File: config.mk
export PLATFORM = sky130hd
export DESIGN_NAME = pc_ctl_multi
export DESIGN_NICKNAME = d
export VERILOG_FILES = /design/src/rtl/pc_ctl_multi.sv
export SDC_FILE = /design/constraint.sdc
export NUM_CORES = 1
export LEC_CHECK = 0
export BUFFER_PORTS_ARGS = -buffer_cell sky130_fd_sc_hd__buf_2
export CORE_UTILIZATION = 35
export CTS_BUF_LIST = sky130_fd_sc_hd__clkbuf_8
export DETAILED_ROUTE_END_ITERATION = 6
export PLACE_DENSITY = 0.6
export SYNTH_ARGS = -nofsm -noshare
export SYNTH_HDL_FRONTEND = slang
export SYNTH_SLANG_ARGS = --single-unit
File: constraint.sdc
create_clock -name clk -period 2.7 [get_ports clk]
set_input_delay 0.27 -clock clk [delete_from_list [all_inputs] [get_ports clk]]
set_output_delay 0.27 -clock clk [all_outputs]
set_load 0.005 [all_outputs]
File: src/rtl/pc_ctl_multi.sv
// Fetch-stage PC controller: advances by the byte length of up to LANES decoded
// instructions per cycle and handles trap/branch redirects with an epoch tag.
module pc_ctl_lane (
  input  logic       prev_ok,
  input  logic       valid,
  input  logic       compressed,
  output logic       ok,
  output logic [2:0] inc
);
  assign ok  = prev_ok & valid;
  assign inc = ok ? (compressed ? 3'd2 : 3'd4) : 3'd0;
endmodule

module pc_ctl_multi #(
  parameter int              XLEN     = 64,
  parameter logic [XLEN-1:0] RESET_PC = 64'h0000_0000_8000_0000,
  parameter int              LANES    = 2,
  parameter int              EPOCH_W  = 2
) (
  input  logic               clk,
  input  logic               rst,
  input  logic               stall,
  input  logic               trap_en,
  input  logic [XLEN-1:0]    trap_pc,
  input  logic               bj_en,
  input  logic [XLEN-1:0]    bj_pc,
  input  logic [LANES-1:0]   inst_valid,
  input  logic [LANES-1:0]   inst_compressed,
  output logic [XLEN-1:0]    pc,
  output logic [EPOCH_W-1:0] epoch,
  output logic               redirect,
  output logic               misalign_err,
  output logic [1:0]         state
);
  typedef enum logic [1:0] {BOOT = 2'd0, RUN = 2'd1, FAULT = 2'd2} state_t;

  state_t             state_q, state_d;
  logic [XLEN-1:0]    pc_q, pc_d;
  logic [EPOCH_W-1:0] epoch_q, epoch_d;
  logic               redirect_q, redirect_d;
  logic               err_q, err_d;

  // Lane i only counts if every lower lane also counted (contiguous prefix).
  logic [LANES-1:0]      lane_ok;
  logic [LANES-1:0][2:0] lane_inc;

  genvar i;
  generate
    for (i = 0; i < LANES; i++) begin : g_lane
      if (i == 0) begin : g_first
        pc_ctl_lane u_lane (.prev_ok(1'b1), .valid(inst_valid[i]),
                            .compressed(inst_compressed[i]),
                            .ok(lane_ok[i]), .inc(lane_inc[i]));
      end else begin : g_rest
        pc_ctl_lane u_lane (.prev_ok(lane_ok[i-1]), .valid(inst_valid[i]),
                            .compressed(inst_compressed[i]),
                            .ok(lane_ok[i]), .inc(lane_inc[i]));
      end
    end
  endgenerate

  logic [XLEN-1:0] inc_sum;
  logic [XLEN-1:0] tgt;

  always_comb begin
    inc_sum = '0;
    for (int k = 0; k < LANES; k++) inc_sum = inc_sum + XLEN'(lane_inc[k]);
  end

  always_comb begin
    state_d    = state_q;
    pc_d       = pc_q;
    epoch_d    = epoch_q;
    redirect_d = 1'b0;
    err_d      = err_q;
    tgt        = trap_en ? trap_pc : bj_pc;
    unique case (state_q)
      BOOT: state_d = RUN;
      RUN: begin
        if (trap_en || bj_en) begin
          if (tgt[0]) begin
            state_d = FAULT;
            err_d   = 1'b1;
          end else begin
            pc_d       = tgt;
            epoch_d    = epoch_q + EPOCH_W'(1);
            redirect_d = 1'b1;
          end
        end else if (!stall) begin
          pc_d = pc_q + inc_sum;
        end
      end
      FAULT: begin
        if (trap_en && !trap_pc[0]) begin
          state_d    = RUN;
          pc_d       = trap_pc;
          epoch_d    = epoch_q + EPOCH_W'(1);
          redirect_d = 1'b1;
          err_d      = 1'b0;
        end
      end
      default: state_d = BOOT;
    endcase
  end

  always_ff @(posedge clk) begin
    if (rst) begin
      state_q    <= BOOT;
      pc_q       <= RESET_PC;
      epoch_q    <= '0;
      redirect_q <= 1'b0;
      err_q      <= 1'b0;
    end else begin
      state_q    <= state_d;
      pc_q       <= pc_d;
      epoch_q    <= epoch_d;
      redirect_q <= redirect_d;
      err_q      <= err_d;
    end
  end

  assign pc           = pc_q;
  assign epoch        = epoch_q;
  assign redirect     = redirect_q;
  assign misalign_err = err_q;
  assign state        = state_q;
endmodule

* Word-level counts from Yosys, hierarchy flattened *
Index checks and enable logic that the tools add are counted.
W data, S select, Z words.

operators by class
  div/mod/pow operators = 0
  $mul = 0
  equal/unequal tests = 8
  add/sub/neg operators = 3
  shifts and indexed selects = 0
  reduce and logical (&&, ||, !) cells = 9
  bitwise gates (word level) = 1
  $lt $le $gt $ge = 0
  muxes and demuxes = 26

operator list
  kind                   count
  $mux W64               5
  $pmux W64 S2           1
  $add A64 B4 Y64        1
  $mux W2                6
  $mux W3                4
  $reduce_and A4 Y1      3
  $ne A2 B2 Y1 const B   4
  $mux W1                6
  $ne A3 B3 Y1 const B   2
  $pmux W2 S3            1
  $add A3 B3 Y4          1
  $pmux W1 S2            2
  $pmux W2 S2            1
  $reduce_and A3 Y1      1
  $add A2 B1 Y2 const B  1
  $eq A2 B1 Y1 const B   1
  $eq A2 B2 Y1 const B   1
  $logic_not A2 Y1       1
  $reduce_bool A2 Y1     1
  $and A1 B1 Y1          1
  $logic_and A1 B1 Y1    1
  $logic_not A1 Y1       1
  $logic_or A1 B1 Y1     1

storage, ports and cells
  memories = 0
  bits of input ports = 137
  RAM bits = 0
  word-level logic and storage cells = 52
  memory bits (read-only) = 0
  register bits = 70
  latch bits = 0

* Depth between registers and ports, before layout *
Gate-level depths: netlist of run 1.

  depth in word-level cells = 7
  gate-level depth with buffers = 12
  mapped depth without buffers = 11

* Modules after synthesis *
From an unflattened synthesis of run 1, not the netlist that was laid out.

second synthesis, totals
  cells, all modules = 825
  area total of the unflattened synthesis = 5,909.4 um^2

by module, submodules not included
  module        instances  cells each  area each (um^2)
  pc_ctl_multi  1          815         5,841.9
  pc_ctl_lane   2          5           33.8

* Least setup slack after synthesis of run 1 *
Ideal clock, no wire load.

  kind = in2reg
  start = input port inst_valid[0]
  end = register pc_q[56] (netlist: pc[56])
  setup slack = -244 ps
  arrival time = 2,806 ps
  path buffers = 0
  cell stages on the path = 10
  library setup time = 138 ps
  data required time = 2,562 ps
  cell sequence = nor2b_1 -> fa_1 -> ha_1 -> fa_1 -> nand4_2 -> nor4_4 -> nand4_2 -> or4_1 -> o2111ai_1 -> o221ai_1

between the ends
  word-level cells in the longest chain between the ends = 7
  elaborated cells on any way between the ends = 8
  classes of those cells = 2 x add/sub; 5 x mux; 1 x bitwise

RTL lines
  item                  RTL line  RTL
  from (decl)           27        input logic [LANES-1:0] inst_valid,
  $and A1 B1 Y1         10        assign ok = prev_ok & valid;
  $mux W3               11        assign inc = ok ? (compressed ? 3'd2 : 3'd4) : 3'd0;
  $add A3 B3 Y4 *       67        for (int k = 0; k < LANES; k++) inc_sum = inc_sum + XLEN'(lane_inc[k]);
  $add A64 B4 Y64 *     90        pc_d = pc_q + inc_sum;
  $mux W64 *            89        end else if (!stall) begin
  $mux W64 *            80        if (trap_en || bj_en) begin
  $pmux W64 S2 *        77        unique case (state_q)
  to (signal assigned)  115       pc_q <= pc_d;
  to (decl)             38        logic [XLEN-1:0] pc_q, pc_d;

Mark *: on every way between the ends. The rest lies on a longest branch, timed or not. The select of a mux whose other input is x is not followed.
A chain may end at the register's enable or synchronous reset.

* Worst setup path in the final report of run 1 *
  start = register pc_q[2] (netlist: pc[2])
  end = register pc_q[50] (netlist: pc[50])

between the ends
  word-level cells in the longest chain between the ends = 4

RTL lines
  item             RTL line
  $add A64 B4 Y64  90
  $mux W64         89
  $mux W64         80
  $pmux W64 S2     77

No other way between the ends. The select of a mux whose other input is x is not followed.

==> out/metrics.yaml, run 1 <==
setup_path:
  worstPathMaxFanout: 6
  cp-startpoint: "pc[2]"
  cp-endpoint: "pc[50]"
  crit_type: "flop to flop"
  r2r_cells: 10
  worstSetupStartpointType: "flop"
  end_kind: "flop"
  worstPathArrival_ns: 2.95
  r2r_start: "pc[2]"
  reg2reg_to: "pc[50]"
  required_ns: 2.94
  ff2ff_setup_slack_ns: -0.005
yosys:
  synth_flop_cell: "dfxtp_1"
  synth_area_leaders: "dfxtp_1, a21oi_1, nand2_1"
  yosysSeqAreaShare: 0.2459
  ys_seq_elements: 70
  synth_top_area_share: 0.2459
  ys_async_sr_fraction: 0
  ys_warn_count: 0
  synth_nets: 983
  syn_area_per_cell_um2: 6.808
  synth_area_mm2: 0.005698
  synth_top_area_cell: "dfxtp_1"
  syn_inst: 837
  synth_cell_types: 69
  synth_edf_count: 0
cts:
  numCtsBuffers: 9
  cts_sinks: 70
  cts_max_level: 3
  cts_tree: "built"
  cts_hold_buf: 0
  clk_latency_ns: 0.38
  clock_path_buffers: 2
  path_clk_slew_ns: 0.08
  root_buffer: "clkbuf_8"
floorplanning:
  die_h_um: 129.6
  fp-row-count: 46
  start_util: 0.3587
  die_w_um: 129.6
  io_pins: 207
  die-area_mm2: 0.01679
  coreArea_mm2: 0.01589
finish:
  final_nets: 1207
  layout-drive-gt1-share: 0.3177
  final_cell_count_no_fill: 1280
  antennaDiodeCount: 0
  stdcell_area_mm2: 0.007611
  areaGrowthSynthToFinish_pct: 33.57
drt:
  drc: 0
  firstDrtPassIters: 5
  drt-initial-drc-count: 595
  vias: 7490
  ant_nets: 0
  vias_per_cell: 5.852
  drt-total-wl_mm: 24.21
  wire_per_inst_um: 18.91
run:
  max_cap_viol_count: 0
grt:
  busiest_layer: "met2"
  grtUsageMet2: 0.4303
  grt_use_total: 0.2825
  use_met3: 0.05202
  grt_pass1_vias: 6810
  grt_start_max_net_pins: 60
  grt_pass1_wl_mm: 36.60
  antenna_found_initial: 0
  grtUsageMet1: 0.3934
  gr-total-overflow: 0
place:
  gp_congestion: 0.9045
  io_buffers: 206
  post-place-ws_ns: -0.2071
  placed_cell_area_mm2: 0.007277
  place_inst: 1263
  hpwl_mm: 17.40
power_and_ir_drop:
  power_mw: 4.570
  power_density_mw_per_mm2: 600.4
  p_leak_nw: 3.126
  irDropWorstVdd_uv: 265.4
sta:
  worst_pin_slew_ns: 0.7733
  fin_ws_ns: -0.005051
  max_freq_ghz: 0.3697
  hold_viol: 0
  finalClockSkew_ns: 0.01381
  final.setup.tns_ns: -0.005051
  rsz0062_at_grt: "true"
  max-slew-margin-rel: 0.4839
  setup_viol: 1
  fin_crit_ns: 2.705
  drv_slew: 0
  timing.final.crit_share: 1.002
worst_hold_path:
  hold_class: "input port to flop"
  hold_start: "trap_pc[4]"
run_status:
  violations: "setup timing"
  run_status: "complete, but fails checks"
==> layout by cell type, fill, tap and decap left out, types with 3 or more instances in the layout <==
cell type / count
buf_2: 207
nand2_1: 117
a21oi_1: 89
o21ai_0: 71
nor2_1: 67
dfxtp_1: 67
buf_4: 64
nand3_1: 49
nor3_1: 30
nand4_1: 22
inv_1: 17
nor4_1: 17
a211oi_1: 16
and3_1: 15
o211ai_1: 15
clkbuf_8: 12
or3_1: 11
xnor2_1: 11
o22ai_1: 10
mux2i_1: 9
nor4_2: 7
a31o_2: 7
a31oi_1: 7
nand2b_1: 6
a2111oi_0: 6
and4_1: 5
a311oi_1: 5
ha_1: 5
nand3b_1: 4
nor3b_1: 4
and2_1: 4
o221ai_1: 4
a221oi_1: 4
o21a_1: 4
nor2b_1: 3
o21ba_2: 3
xor2_1: 3
dfxtp_2: 3
==> through the flow <==
step | hold WS [ns] | utilization
detailed placement | 0.4636 | 0.4581
finish | 0.1784 | 0.4791
global placement | 0.4672 | 0.4581
global route | 0.1902 | 0.4791
CTS | 0.1705 | 0.4705
floorplan | 0.4290 | -
==> synth_stat cells, types with 7 or more instances <==
library cell / instances
nand2b_1: 7
mux2i_1: 9
and3_1: 16
a21oi_1: 89
nand3_1: 49
nor2_1: 68
nor3_1: 33
o211ai_1: 15
clkbuf_1: 42
buf_2: 11
a211oi_1: 16
nor4_1: 25
o21ai_0: 73
a31o_2: 7
or3_1: 11
dfxtp_1: 70
xnor2_1: 11
inv_1: 17
o22ai_1: 10
nand4_1: 22
a31oi_1: 7
nand2_1: 117
==> state kept, by name (all words and copies together), names as in the netlist <==
signal        flops
pc               64
epoch             2
state             2
misalign_err      1
redirect          1
==> logic make-up (layout without fill, tap and decap cells) <==
| family | Yosys count | in the layout | share of synthesized area |
|---|---|---|---|
| muxes | 10 | 10 | 0.01779 |
| DFF | 70 | 70 | 0.2459 |
| and+or+nand+nor | 390 | 391 | 0.3461 |
| buffers and inverters | 81 | 307 | 0.05863 |
| adders and majority gates | 9 | 9 | 0.02372 |
| AOI/OAI and AO/OA | 263 | 263 | 0.2863 |
| xor gates and xnor gates | 14 | 14 | 0.02152 |
==> metal layers <==
layer / vias up / part of all wire
li1: 3568 / -
met1: 3515 / 0.46
met2: 368 / 0.43
met3: 39 / 0.089
met4: 0 / 0.026
met5: - / 0
==> report_power, final <==
group / switching, mW / total, mW / internal [mW]
Combinational: 1.28 / 2.17 / 0.887
Clock: 0.438 / 0.833 / 0.395
Sequential: 0.305 / 1.57 / 1.26
==> how the worst min path moves through the flow <==
stage / endpoint / slack (ns) / cells past startpoint
2_1_floorplan: pc[4] / 0.43 / 2
3_3_place_gp: pc[0] / 0.47 / 1
3_5_place_dp: pc[0] / 0.46 / 1
4_1_cts: pc[4] / 0.17 / 3
5_1_grt: pc[4] / 0.19 / 3
6_report: pc[4] / 0.18 / 3
==> worst max-delay path, cell delays in order, from the launching register on <==
cell and delay, ns:
dfxtp_2 0.33, fa_1 0.52, ha_4 0.15, fa_2 0.23
nand4_4 0.14, nor4_2 0.31, nand4_1 0.20, buf_6 0.22
nor3_4 0.13, mux2i_1 0.23, a221oi_1 0.10
==> layout make-up <==
class                   count  area, µm²
fillers                  1720       8274
multi-input cells         687       4131
repair buffers            274       1559
flip-flops and latches     70       1405
well taps                 216      270.3
clock buffers              12      165.2
inverters                  19      71.32
clock inverters             2      8.758
==> repair_timing <==
item	4_1_cts	5_1_grt
gates cloned	0	2
buffers inserted	0	1
gates resized for setup	7	26
hold endpoints to repair	0	0
endpoints found under the setup margin	5	43
pin swaps	1	12
(Power assumes the default switching activity.)
==> run 2: changes to the inputs <==
Settings changed: PLACE_DENSITY 0.6 to 0.58.
Clock period 2.7 ns to 3 ns, I/O delays scaled along.
==> run 2 against run 1 <==
Net effect:
- combinational power shrank 15%
- largest cell class unchanged
- maximum frequency shrank 5.0%
- clock skew shrank 0.0017 ns
- the flow now finishes without violations
- global-route usage shrank 0.051 points
- largest power group unchanged
- critical endpoint is now pc[58]
- worst setup slack gained 0.16 ns
- non-clock buffer count shrank 6
- clock power shrank 14%
- highest routed layer unchanged
- die area is the same
- cell count shrank 0.47%
- critical path depth is the same
- sequential power shrank 8%
- final area shrank 1.7%
==> out/metrics.yaml, run 2 (synthesis results as in run 1) <==
run_status:
  run_status: "complete, no violations"
drt:
  met3WireLength_mm: 1.889
  drt-total-wl_mm: 23.72
  vias: 7353
  firstDrtPassIters: 5
  vias_per_cell: 5.772
  highest_layer: "met4"
  wl_met2_mm: 10.40
  drt-initial-drc-count: 669
  ant_nets: 0
  wire_per_inst_um: 18.62
  wl_met1_mm: 10.94
  drc: 0
setup_path:
  worstSetupStartpointType: "flop"
  worstPathMaxFanout: 5
  worstPathArrival_ns: 3.12
  crit_type: "flop to flop"
  end_kind: "flop"
  required_ns: 3.28
finish:
  antennaDiodeCount: 0
  largest_reg_flops: 64
  final_cell_count_no_fill: 1274
  final_nets: 1200
  final_common_cell: "buf_2"
  finalCoreUtilization: 0.4709
  areaGrowthSynthToFinish_pct: 31.27
  mostFrequentLayoutCells: "buf_2, nand2_1, a21oi_1"
  layout-drive-gt1-share: 0.2968
sta:
  max_freq_ghz: 0.3514
  worst_pin_slew_ns: 0.9901
  timing.final.crit_share: 0.9487
  drv_slew: 0
  final.setup.tns_ns: 0
  fin_crit_ns: 2.846
  max-slew-margin-rel: 0.3384
  hold_viol: 0
  setup_viol: 0
  finalClockSkew_ns: 0.01210
floorplanning:
  start_util: 0.3587
  die-area_mm2: 0.01679
  coreArea_mm2: 0.01589
  die_h_um: 129.6
  io_pins: 207
  die_w_um: 129.6
  fp-row-count: 46
cts:
  root_buffer: "clkbuf_8"
  clk_latency_ns: 0.37
  cts_tree: "built"
  cts_sinks: 70
  clock_path_buffers: 2
  cts_max_level: 3
  numCtsBuffers: 9
  path_clk_slew_ns: 0.08
grt:
  grt_start_max_net_pins: 61
  grt_use_total: 0.2819
  antenna_found_initial: 0
  grt_pass1_wl_mm: 36.26
  grt_pass1_vias: 6559
  gr-total-overflow: 0
worst_hold_path:
  hold_class: "input port to flop"
place:
  io_buffers: 206
  gp_congestion: 0.8988
  place_inst: 1258
  hpwl_mm: 17.49
run:
  max_cap_viol_count: 0
power_and_ir_drop:
  pwr-share-seq: 0.359
  power_mw: 4.001
  irDropWorstVdd_uv: 318.0
  pwr-share-comb: 0.462
  power.share.clock: 0.180
  internal_power_mw: 2.226
  power.switching_mw: 1.775
  swShare: 0.4436
  p_leak_nw: 3.058
  power_density_mw_per_mm2: 534.9
[run 2: cell count changes in the layout (fill, tap and decap cells not counted), sizes merged]
cell    previous run  this run
buf              274       268
inv               18        20
clkbuf            12        11
nor2              70        69
[run 2: timing repair]
action,4_1_cts,5_1_grt
buffers inserted,0,1
hold buffers,0,0
gates resized for setup,2,11
pin swaps,0,7
endpoints found under the setup margin,2,21
cloned,0,0
[run 2: path summary, 6_finish.rpt]
check | start | endpoint | slack (ns) | depth (start not counted)
max | pc[2] | pc[58] | 0.15 | 10
min reg2reg | pc[1] | pc[1] | 0.47 | 2
min | trap_pc[4] | pc[4] | 0.19 | 3
max reg2reg | pc[2] | pc[58] | 0.15 | 10
[run 2: power by group through the flow]
stage	Sequential, mW	Clock (mW)	Combinational (mW)
2_1_floorplan	1.39	0	1.11
3_3_place_gp	1.45	0	1.82
3_5_place_dp	1.44	0	1.83
4_1_cts	1.43	0.727	1.84
5_1_grt	1.47	0.761	2.05
6_report	1.44	0.719	1.85
[run 2: critical path, stage by stage, from the launching register on]
cell and delay, ns:
dfxtp_1 0.34, fa_1 0.55, ha_2 0.20, fa_2 0.25, nand4_4 0.17, nor4_2 0.33
nand4_1 0.18, buf_4 0.22, nor3_1 0.16, o21ai_0 0.11, a31o_2 0.23
[run 2: area by class of cell]
class	instances	area, µm²
clock inverters	4	16.27
inverters	19	71.32
multi-input cells	686	4030
fillers	1755	8406
clock buffers	11	151.4
flip-flops and latches	70	1403
repair buffers	268	1538
well taps	216	270.3
[run 2: through the flow]
step	instance area (µm²)	hold WS, ns	worst slack [ns]
6_report	7480	0.1928	0.1540
5_1_grt	7480	0.2048	-0.01840
4_1_cts	7427	0.1866	0.004696
3_5_place_dp	7247	0.4633	-0.2256
3_3_place_gp	7247	0.4646	-0.1567
2_1_floorplan	5698	0.4590	0.02558
[run 2: metal layers]
metal	vias to the layer above	GRT usage
li1	3547	-
met1	3422	0.4020
met2	348	0.4288
met3	36	0.04294
met4	0	0.09850
met5	-	0
